$ cat config.mk
export PLATFORM = sky130hd
export DESIGN_NAME = note_tone_gen
export DESIGN_NICKNAME = d
export VERILOG_FILES = /design/src/rtl/note_tone_pkg.sv /design/src/rtl/note_tone_gen_tick.sv /design/src/rtl/note_tone_gen.sv
export SDC_FILE = /design/constraint.sdc
export NUM_CORES = 1
export LEC_CHECK = 0
export ABC_AREA = 1
export CAP_MARGIN = 20
export CORE_UTILIZATION = 62
export DETAILED_ROUTE_END_ITERATION = 8
export GPL_TIMING_DRIVEN = 0
export PLACE_DENSITY_LB_ADDON = 0.15
export SETUP_SLACK_MARGIN = 0.4
export SYNTH_ARGS = -nofsm -noshare
export SYNTH_HDL_FRONTEND = slang
export SYNTH_SLANG_ARGS = --single-unit
$ cat constraint.sdc
create_clock -name clk -period 2.7 [get_ports clk]
set_clock_uncertainty 0.1 [all_clocks]
set_input_delay 0.675 -clock clk [delete_from_list [all_inputs] [get_ports clk]]
set_output_delay 0.675 -clock clk [all_outputs]
set_load 0.03 [all_outputs]
$ cat src/rtl/note_tone_pkg.sv
// Shared types, widths and the half-period table for the note tone generator.
package note_tone_pkg;

  typedef enum logic [1:0] {
    IDLE = 2'd0,
    LOAD = 2'd1,
    PLAY = 2'd2,
    GAP  = 2'd3
  } state_t;

  localparam int unsigned MAX_OCTAVE = 5;
  localparam int unsigned MAX_NOTE   = 11;
  localparam int unsigned HALF_W     = 19;
  localparam int unsigned OCT_W      = 3;
  localparam int unsigned NOTE_W     = 4;
  localparam int unsigned DUR_W      = 8;

  // Captured note request (octave, semitone, duration in ticks).
  typedef struct packed {
    logic [OCT_W-1:0]  octave;
    logic [NOTE_W-1:0] note;
    logic [DUR_W-1:0]  dur;
  } note_req_t;

  // Half-period in 25 MHz cycles for each semitone of the top octave.
  function automatic logic [HALF_W-1:0] note_half(input logic [NOTE_W-1:0] semi);
    logic [HALF_W-1:0] h;
    case (semi)
      4'd0:    h = 19'd11945;
      4'd1:    h = 19'd11274;
      4'd2:    h = 19'd10641;
      4'd3:    h = 19'd10044;
      4'd4:    h = 19'd9480;
      4'd5:    h = 19'd8948;
      4'd6:    h = 19'd8446;
      4'd7:    h = 19'd7972;
      4'd8:    h = 19'd7525;
      4'd9:    h = 19'd7102;
      4'd10:   h = 19'd6704;
      4'd11:   h = 19'd6327;
      default: h = '0;
    endcase
    return h;
  endfunction

  // Out-of-range octave or semitone plays as silence.
  function automatic logic is_rest(input logic [OCT_W-1:0] oct,
                                   input logic [NOTE_W-1:0] semi);
    return (semi > NOTE_W'(MAX_NOTE)) || (oct > OCT_W'(MAX_OCTAVE));
  endfunction

  // Half-period scaled down by octave: each octave below the top doubles it.
  function automatic logic [HALF_W-1:0] half_period(input logic [OCT_W-1:0] oct,
                                                    input logic [NOTE_W-1:0] semi);
    logic [OCT_W-1:0]  shamt;
    logic [HALF_W-1:0] h;
    shamt = OCT_W'(MAX_OCTAVE) - oct;
    if (is_rest(oct, semi)) h = '0;
    else                    h = note_half(semi) << shamt;
    return h;
  endfunction

endpackage

$ cat src/rtl/note_tone_gen_tick.sv
// Duration prescaler: one-cycle tick every TICK_DIV cycles, synchronous clear.
module tick_gen #(
  parameter int unsigned TICK_DIV = 25000
) (
  input  logic clk,
  input  logic rst_n,
  input  logic clear,
  output logic tick_c
);

  localparam int unsigned CNT_W = (TICK_DIV > 1) ? $clog2(TICK_DIV) : 1;
  localparam logic [CNT_W-1:0] LAST = CNT_W'(TICK_DIV - 1);

  logic [CNT_W-1:0] cnt;

  assign tick_c = (cnt == LAST);

  // Free-running modulo-TICK_DIV counter, restarted by clear.
  always_ff @(posedge clk or negedge rst_n) begin
    if (!rst_n) begin
      cnt <= '0;
    end else if (clear || tick_c) begin
      cnt <= '0;
    end else begin
      cnt <= cnt + CNT_W'(1);
    end
  end

endmodule

$ cat src/rtl/note_tone_gen.sv
// Square-wave note player: handshake in a note, play it for dur ticks, then a silent gap.
module note_tone_gen
  import note_tone_pkg::*;
#(
  parameter int unsigned TICK_DIV  = 25000,
  parameter int unsigned GAP_TICKS = 10
) (
  input  logic              clk,
  input  logic              rst_n,
  input  logic              note_valid,
  output logic              note_ready,
  input  logic [OCT_W-1:0]  octave,
  input  logic [NOTE_W-1:0] note,
  input  logic [DUR_W-1:0]  dur,
  input  logic              stop,
  output logic              speaker,
  output logic              busy,
  output logic              done
);

  localparam int unsigned GAP_W = (GAP_TICKS > 0) ? $clog2(GAP_TICKS + 1) : 1;

  state_t            state, state_next;
  note_req_t         req, req_next;
  logic [HALF_W-1:0] half, half_next;
  logic              rest, rest_next;
  logic [HALF_W-1:0] tone_cnt, tone_next;
  logic [DUR_W-1:0]  dur_cnt, dur_next;
  logic [GAP_W-1:0]  gap_cnt, gap_next;
  logic              speaker_next;
  logic              busy_next;
  logic              done_next;

  logic              clear_c;
  logic              tick_c;
  logic              accept_c;
  logic [HALF_W-1:0] half_c;
  logic              rest_c;

  assign note_ready = (state == IDLE);
  assign accept_c   = note_valid && note_ready && !stop;
  assign half_c     = half_period(req.octave, req.note);
  assign rest_c     = is_rest(req.octave, req.note);

  tick_gen #(
    .TICK_DIV (TICK_DIV)
  ) u_tick (
    .clk    (clk),
    .rst_n  (rst_n),
    .clear  (clear_c),
    .tick_c (tick_c)
  );

  // State and datapath registers.
  always_ff @(posedge clk or negedge rst_n) begin
    if (!rst_n) begin
      state    <= IDLE;
      req      <= '0;
      half     <= '0;
      rest     <= 1'b0;
      tone_cnt <= '0;
      dur_cnt  <= '0;
      gap_cnt  <= '0;
      speaker  <= 1'b0;
      busy     <= 1'b0;
      done     <= 1'b0;
    end else begin
      state    <= state_next;
      req      <= req_next;
      half     <= half_next;
      rest     <= rest_next;
      tone_cnt <= tone_next;
      dur_cnt  <= dur_next;
      gap_cnt  <= gap_next;
      speaker  <= speaker_next;
      busy     <= busy_next;
      done     <= done_next;
    end
  end

  // Next-state, counter and output logic; stop overrides everything.
  always_comb begin
    state_next   = state;
    req_next     = req;
    half_next    = half;
    rest_next    = rest;
    tone_next    = tone_cnt;
    dur_next     = dur_cnt;
    gap_next     = gap_cnt;
    speaker_next = speaker;
    done_next    = 1'b0;
    clear_c      = 1'b1;

    case (state)
      IDLE: begin
        speaker_next = 1'b0;
        if (accept_c) begin
          req_next   = '{octave: octave, note: note, dur: dur};
          state_next = LOAD;
        end
      end

      LOAD: begin
        half_next    = half_c;
        rest_next    = rest_c;
        tone_next    = half_c - HALF_W'(1);
        dur_next     = req.dur;
        speaker_next = 1'b0;
        if (req.dur == '0) begin
          gap_next   = GAP_W'(GAP_TICKS);
          state_next = GAP;
        end else begin
          state_next = PLAY;
        end
      end

      PLAY: begin
        clear_c = 1'b0;
        if (tone_cnt == '0) begin
          tone_next = half - HALF_W'(1);
          if (!rest) speaker_next = ~speaker;
        end else begin
          tone_next = tone_cnt - HALF_W'(1);
        end
        if (tick_c) begin
          dur_next = dur_cnt - DUR_W'(1);
          // Last tick wins over a coincident tone reload.
          if (dur_cnt == DUR_W'(1)) begin
            speaker_next = 1'b0;
            gap_next     = GAP_W'(GAP_TICKS);
            state_next   = GAP;
          end
        end
      end

      GAP: begin
        clear_c      = 1'b0;
        speaker_next = 1'b0;
        if (gap_cnt == '0) begin
          // Cycle after the final gap tick carries done; leave afterwards.
          state_next = IDLE;
        end else if (tick_c) begin
          gap_next = gap_cnt - GAP_W'(1);
          if (gap_cnt == GAP_W'(1)) done_next = 1'b1;
        end
      end

      default: begin
        state_next = IDLE;
      end
    endcase

    if (stop) begin
      state_next   = IDLE;
      speaker_next = 1'b0;
      done_next    = 1'b0;
      tone_next    = '0;
      dur_next     = '0;
      gap_next     = '0;
      clear_c      = 1'b1;
    end

    busy_next = (state_next != IDLE);
  end

endmodule

* Word level (Yosys, flattened, before mapping)
Memory sizes are Yosys's and may differ from the RTL's.
Cells that the tools add are included.
** Cells by class
- Reductions and logical operators :: 17
- Add/subtract/negate cells :: 7
- Equal/unequal tests :: 11
- Shift operators :: 1
- Bitwise operators :: 1
- Mux-type cells :: 36
- Magnitude comparators :: 2
** Operators with widths (number)
- 19-bit 2-to-1 mux :: 4
- 19-bit by 1-bit subtractor with 19-bit output, second input constant :: 3
- 19-bit case mux with 2 select lines :: 1
- 4-bit 2-to-1 mux :: 6
- 19-bit logical NOT :: 1
- 19-bit by 3-bit << shifter with 19-bit output :: 1
- 8-bit 2-to-1 mux :: 2
- 8-bit case mux with 2 select lines :: 1
- 15-bit by 1-bit adder with 15-bit output, second input constant :: 1
- 15-bit equality test, second input constant :: 1
- 15-bit 2-to-1 mux :: 1
- 1-bit 2-to-1 mux :: 13
- 4-bit case mux with 3 select lines :: 1
- 2-bit 2-to-1 mux :: 5
- 3-bit inequality test, second input constant :: 3
- 8-bit by 1-bit equality test with 1-bit output, second input constant :: 1
- 8-bit logical NOT :: 1
- 2-bit case mux with 4 select lines :: 1
- 8-bit by 1-bit subtractor with 8-bit output, second input constant :: 1
- 3-bit by 2-bit inequality test with 1-bit output, second input constant :: 2
- 6-bit AND reduction :: 1
- 2-bit equality test, second input constant :: 2
- 4-bit by 1-bit equality test with 1-bit output, second input constant :: 1
- 4-bit > comparator, second input constant :: 1
- other kinds (17) :: 20
** Storage, ports and cells
- Logic and storage cells :: 89
- Output and inout bits :: 4
- Memories kept :: 1
- Input port bits :: 19
- Register bits after elaboration :: 86
- Bits in read-only memories :: 224
** Memories
- (name not given) :: depth 16, bits a word 14, read ports 1, clocked after memory_dff 0, write ports 0, RTL line note_tone_pkg.sv:28 : case (semi)

* Depth between registers and ports, before layout
- Depth in word-level cells :: 8
- Gate-level depth with buffers :: 20
- Gate-level depth less buffers :: 20

* Cells and area by module
Synthesis repeated with hierarchy kept, for this count alone.
** Unflattened totals
- Cell total of the unflattened synthesis :: 834
- Area, all modules :: 6135.9 µm²
** By module, submodules not included
- note_tone_gen :: sequential area each 1776.7 µm², instances 1, area an instance 5207.5 µm², cells each 709
- tick_gen :: sequential area each 375.4 µm², instances 1, area an instance 928.4 µm², cells each 125

* Worst setup path after synthesis
OpenSTA, ideal clock, no wires.
- Path type :: reg2reg
- From :: register req[8] in the netlist's numbering
- To :: register tone_cnt[14]
- Setup slack :: 271 ps
- Arrival time :: 2199 ps
- Stages on the path, launching flop included :: 17
- Buffers on the path :: 0
- Required time :: 2470 ps
- Period minus slack after synthesis :: 2429 ps
- Library setup time :: 130 ps
- Cell sequence :: dfrtp_1 -> inv_1 -> ha_1 -> nand2_1 -> nand3_1 -> nand2_1 -> nand4_1 -> nand2_1 -> inv_1 -> ha_1 -> nand3_1 -> nor2_4 -> nand3_4 -> nor2_4 -> nand3_1 -> nand3_1 -> o21ai_1
** On the way
- Cells in the longest elaborated chain, start to end :: 7
- Elaborated cells between the ends (all ways) :: 9
- Those cells by class :: 1 x add/sub; 1 x order compare; 1 x shift; 4 x mux; 1 x reduce/logical; 1 x memory
** RTL lines
- start: declaration :: RTL line note_tone_gen.sv:24 : note_req_t req, req_next;
- start signal: assignment :: RTL line note_tone_gen.sv:69 : req <= req_next;
- memory read 16 x 14 bit
- 19-bit 2-to-1 mux :: RTL line note_tone_pkg.sv:58 : if (is_rest(oct, semi)) h = '0;
- 19-bit by 3-bit << shifter with 19-bit output :: RTL line note_tone_pkg.sv:59 : else h = note_half(semi) << shamt;
- 19-bit 2-to-1 mux * :: RTL line note_tone_pkg.sv:58
- 19-bit by 1-bit subtractor with 19-bit output * :: RTL line note_tone_gen.sv:106 : tone_next = half_c - HALF_W'(1);
- 19-bit case mux with 2 select lines * :: RTL line note_tone_gen.sv:94 : case (state)
- 19-bit 2-to-1 mux * :: RTL line note_tone_gen.sv:153 : if (stop) begin
- end signal: assignment :: RTL line note_tone_gen.sv:72 : tone_cnt <= tone_next;
- end: declaration :: RTL line note_tone_gen.sv:27 : logic [HALF_W-1:0] tone_cnt, tone_next;
Mark *: on every way between the ends. The rest lies on a longest branch, timed or not. The select of a mux whose other input is x is not followed.
A chain may end at the register's enable or synchronous reset.

* Worst setup path in the final report
- From :: register req[8] in the netlist's numbering
- To :: register tone_cnt[18]
The elaborated chain is that of the path after synthesis.

==> out/summary.txt <==
Critical path launch point type - flip-flop
PD cells - 878 mW/mm^2
Vias in the first global route - 5627
Syn_nets - 836
Worst-path clk slew - 0.11 ns
CTS Sinks - 86
First-pass GRT wire length - 26.3 mm
Max Fclk - 388 MHz
DRT Pass-1 Iters - 9
Int Pwr - 3.23 mW
Slew at the pin closest to its max-slew limit - 0.542 ns
CP endpoint kind - flip-flop
Root Driver - clkbuf_8
Final Hold Viols - 0
Htree depth - 3
Die area - 0.00965 sq mm
GPL Wtd Cong - 0.898
GR Util met2 - 60.4%
Max cap viols - 0
Filler Cell Count - 534
Post-detail-place hpwl - 11.3 mm
Overall global routing resource usage - 34.3%
# hold bufs at CTS - 0
R2r setup slk - 0.12 ns
Worst path max stage delay - 0.47 ns
Pleak - 3.43 nW
Power share of the clock group - 14.7%
Relative slew slack - 63.9%
Post-Route WL - 18.2 mm
Row count - 34
Most used cell, CP - nand3_2
GR Overflow Total - 0
Gate count of the mapped netlist - 802
#FFs+latches synth - 86
Starting density of the core - 64.9%
Post-synthesis sequential area ratio - 37.5%
Starting DRT DRC Count - 686
CTS tree - done
Clock latency on the worst-skew pair - 0.38 ns
Global routing's busiest layer - met2
Largest net degree at the start of global routing - 55
Slowest-stage cell, CP - dfrtp_2
Vias - 6227
Cells after DPL - 933
Hold/Removal Path Class - in2async
Switching power - 3.17 mW
WP buf/inv - 1
Fraction of layout cells with a size suffix above 1 - 29.8%
Vias per cell - 6.35
Kind of critical path - reg2reg
Unrepaired setup endpoints after global routing - true
Post-DR wirelength/cell - 18.6 um
Crit path DAT - 2.80 ns
Yosys warns - 0
Longest Clk Path Bufs - 2
Final core occ - 82.5%
P&R area growth vs syn - 27.1%
Port-buffer cells - 22
Remaining antenna violation count after routing - 0
Setup TNS - 0 ns
VDD IR max - 0.400 mV
Final net count - 901
Avg Cell Area, Syn - 7.16 sq um
ANT cells - 0
Final min period - 2.58 ns
Post-Syn Area - 0.00574 sq mm
CP top delay family - simple AND/OR/NAND/NOR gates
GRT met3 Usage - 5.37%
CTS Buf Count - 9
Layout Cells excl Fill - 980
CP cell instances - inv_4, ha_4, nand2_4, nand3_2, nand3_2, nand3_2, nand3_2, nand2_1, nand2_2, nand2_4, nor2_4, nand2_2, nor2_4, nand3_1, nand2_1, nand3_2, nand2_1
Logic pwr share - 58.1%
Tcrit/Tclk final - 95.6%
WHS - 0.131 ns
Core area - 0.00885 sq mm
Antenna violations before repair - 0
Yosys cell types - 49
CP max FO - 7
I/O pin total - 23
Worst endpoint required time - 2.92 ns
Sequential share of power - 27.2%
Final setup violation count - 0
Met1 Use GR - 43.5%
Die height - 98.2 um
# DRC - 0
Fin. max-slew vios - 0
Die width - 98.2 um
Sw Ratio - 49.5%
Status - completed
[Yosys cell counts, drive strengths merged]
cell    number  area, sq um
nand2      199          795
nand3      118          633
inv         93          349
nor2        91          407
dfrtp       86         2150
o21ai       57          289
a21oi       38          216
buf         17          108
ha          15          188
nand4       15          100
nor3        13         87.6
a31oi       11         68.8
clkbuf       8         30.0
o22ai        8         50.1
mux2         5         56.3
xor2         5         43.8
a211oi       3         22.5
a22oi        2         15.0
a32oi        2         17.5
clkinv       2         8.75
o31ai        2         15.0
or2          2         12.5
xnor2        2         17.5
a221oi       1         8.76
a41oi        1         8.76
and3         1         6.26
nor3b        1         7.51
nor4         1         6.26
o21a         1         7.51
o21bai       1         7.51
o22a         1         8.76
[metrics by stage]
stage	cell area, sq um	worst slack (ns)	total power, mW
floorplan	5760	0.421	3.74
global placement	6120	-2.57	4.26
detailed placement	6140	-0.492	4.34
CTS	6750	0.254	5.61
global route	7300	-0.00146	6.74
finish	7300	0.120	6.41
[state kept, by name (all words and copies together), names as in the netlist]
name / count
tone_cnt: 19
u_tick.cnt: 15
req: 15
rest: 1
gap_cnt: 4
half: 19
speaker: 1
busy: 1
dur_cnt: 8
done: 1
state: 2
[metal layers]
metal / share of wire [%] / wire (um)
met4: 4.5 / 823
met5: 0 / 0
met2: 49 / 8880
met3: 8.4 / 1540
met1: 38 / 6990
[cells by family (layout without fill, tap and decap cells)]
family / after synthesis / in the layout / share of synthesized area, %
buffers and inverters: 120 / 190 / 8.63
XOR/XNOR: 7 / 7 / 1.07
flip-flops: 86 / 86 / 37.5
AND/OR/NAND/NOR: 441 / 441 / 35.8
adder cells (fa/ha/maj): 15 / 15 / 3.27
multiplexers: 5 / 5 / 0.980
AO/OA/AOI/OAI: 128 / 128 / 12.8
[final cells by class]
cell class	instances	area (sq um)	area share (%)
Buffer	25	185	2.54
Tap cell	108	135	1.85
Multi-Input combinational cell	596	3780	51.8
Inverter	95	370	5.08
Clock buffer	9	124	1.70
Sequential cell	86	2160	29.5
Timing Repair Buffer	54	479	6.57
Clock inverter	7	68.8	0.943
[power groups by stage]
stage / Clock [mW] / Sequential, mW / Combinational, mW
floorplan: 0 / 1.69 / 2.06
global placement: 0 / 1.73 / 2.53
detailed placement: 0 / 1.74 / 2.60
CTS: 0.931 / 1.71 / 2.96
global route: 0.988 / 1.76 / 3.99
finish: 0.939 / 1.74 / 3.73
[final timing paths]
| check | depth (start not counted) | end | start |
|---|---|---|---|
| worst min-delay path | 1 | req[9]$_DFFE_PN0P_ | rst_n |
| worst min register to register | 1 | u_tick.cnt[0]$_DFF_PN0_ | u_tick.cnt[0]$_DFF_PN0_ |
| max in group asynchronous | 2 | half[0]$_DFFE_PN0P_ | rst_n |
| worst max-delay path | 17 | tone_cnt[18]$_DFFE_PN0P_ | req[8]$_DFFE_PN0P_ |
| min in group clk | 1 | u_tick.cnt[0]$_DFF_PN0_ | u_tick.cnt[0]$_DFF_PN0_ |
| worst max register to register | 17 | tone_cnt[18]$_DFFE_PN0P_ | req[8]$_DFFE_PN0P_ |
[cells in the final DEF (no fill, tap or decap), drive strengths merged, types with 3 or more instances in the layout]
cell,synthesis,routed
a31oi,11,11
a21oi,38,38
o22ai,8,8
mux2,5,5
o21ai,57,57
nand4,15,15
nor3,13,13
clkbuf,8,21
ha,15,15
nand2,199,199
nor2,91,91
a211oi,3,3
buf,17,46
dfrtp,86,86
nand3,118,118
inv,93,100
clkdlybuf4s50,0,19
xor2,5,5
[timing repair]
action                     4_1_cts  5_1_grt
pin swaps                       20       37
buffers inserted                19       12
setup endpoints to repair       39       56
gates resized for setup         72      125
hold endpoints to repair         0        0
(Power assumes the default switching activity.)
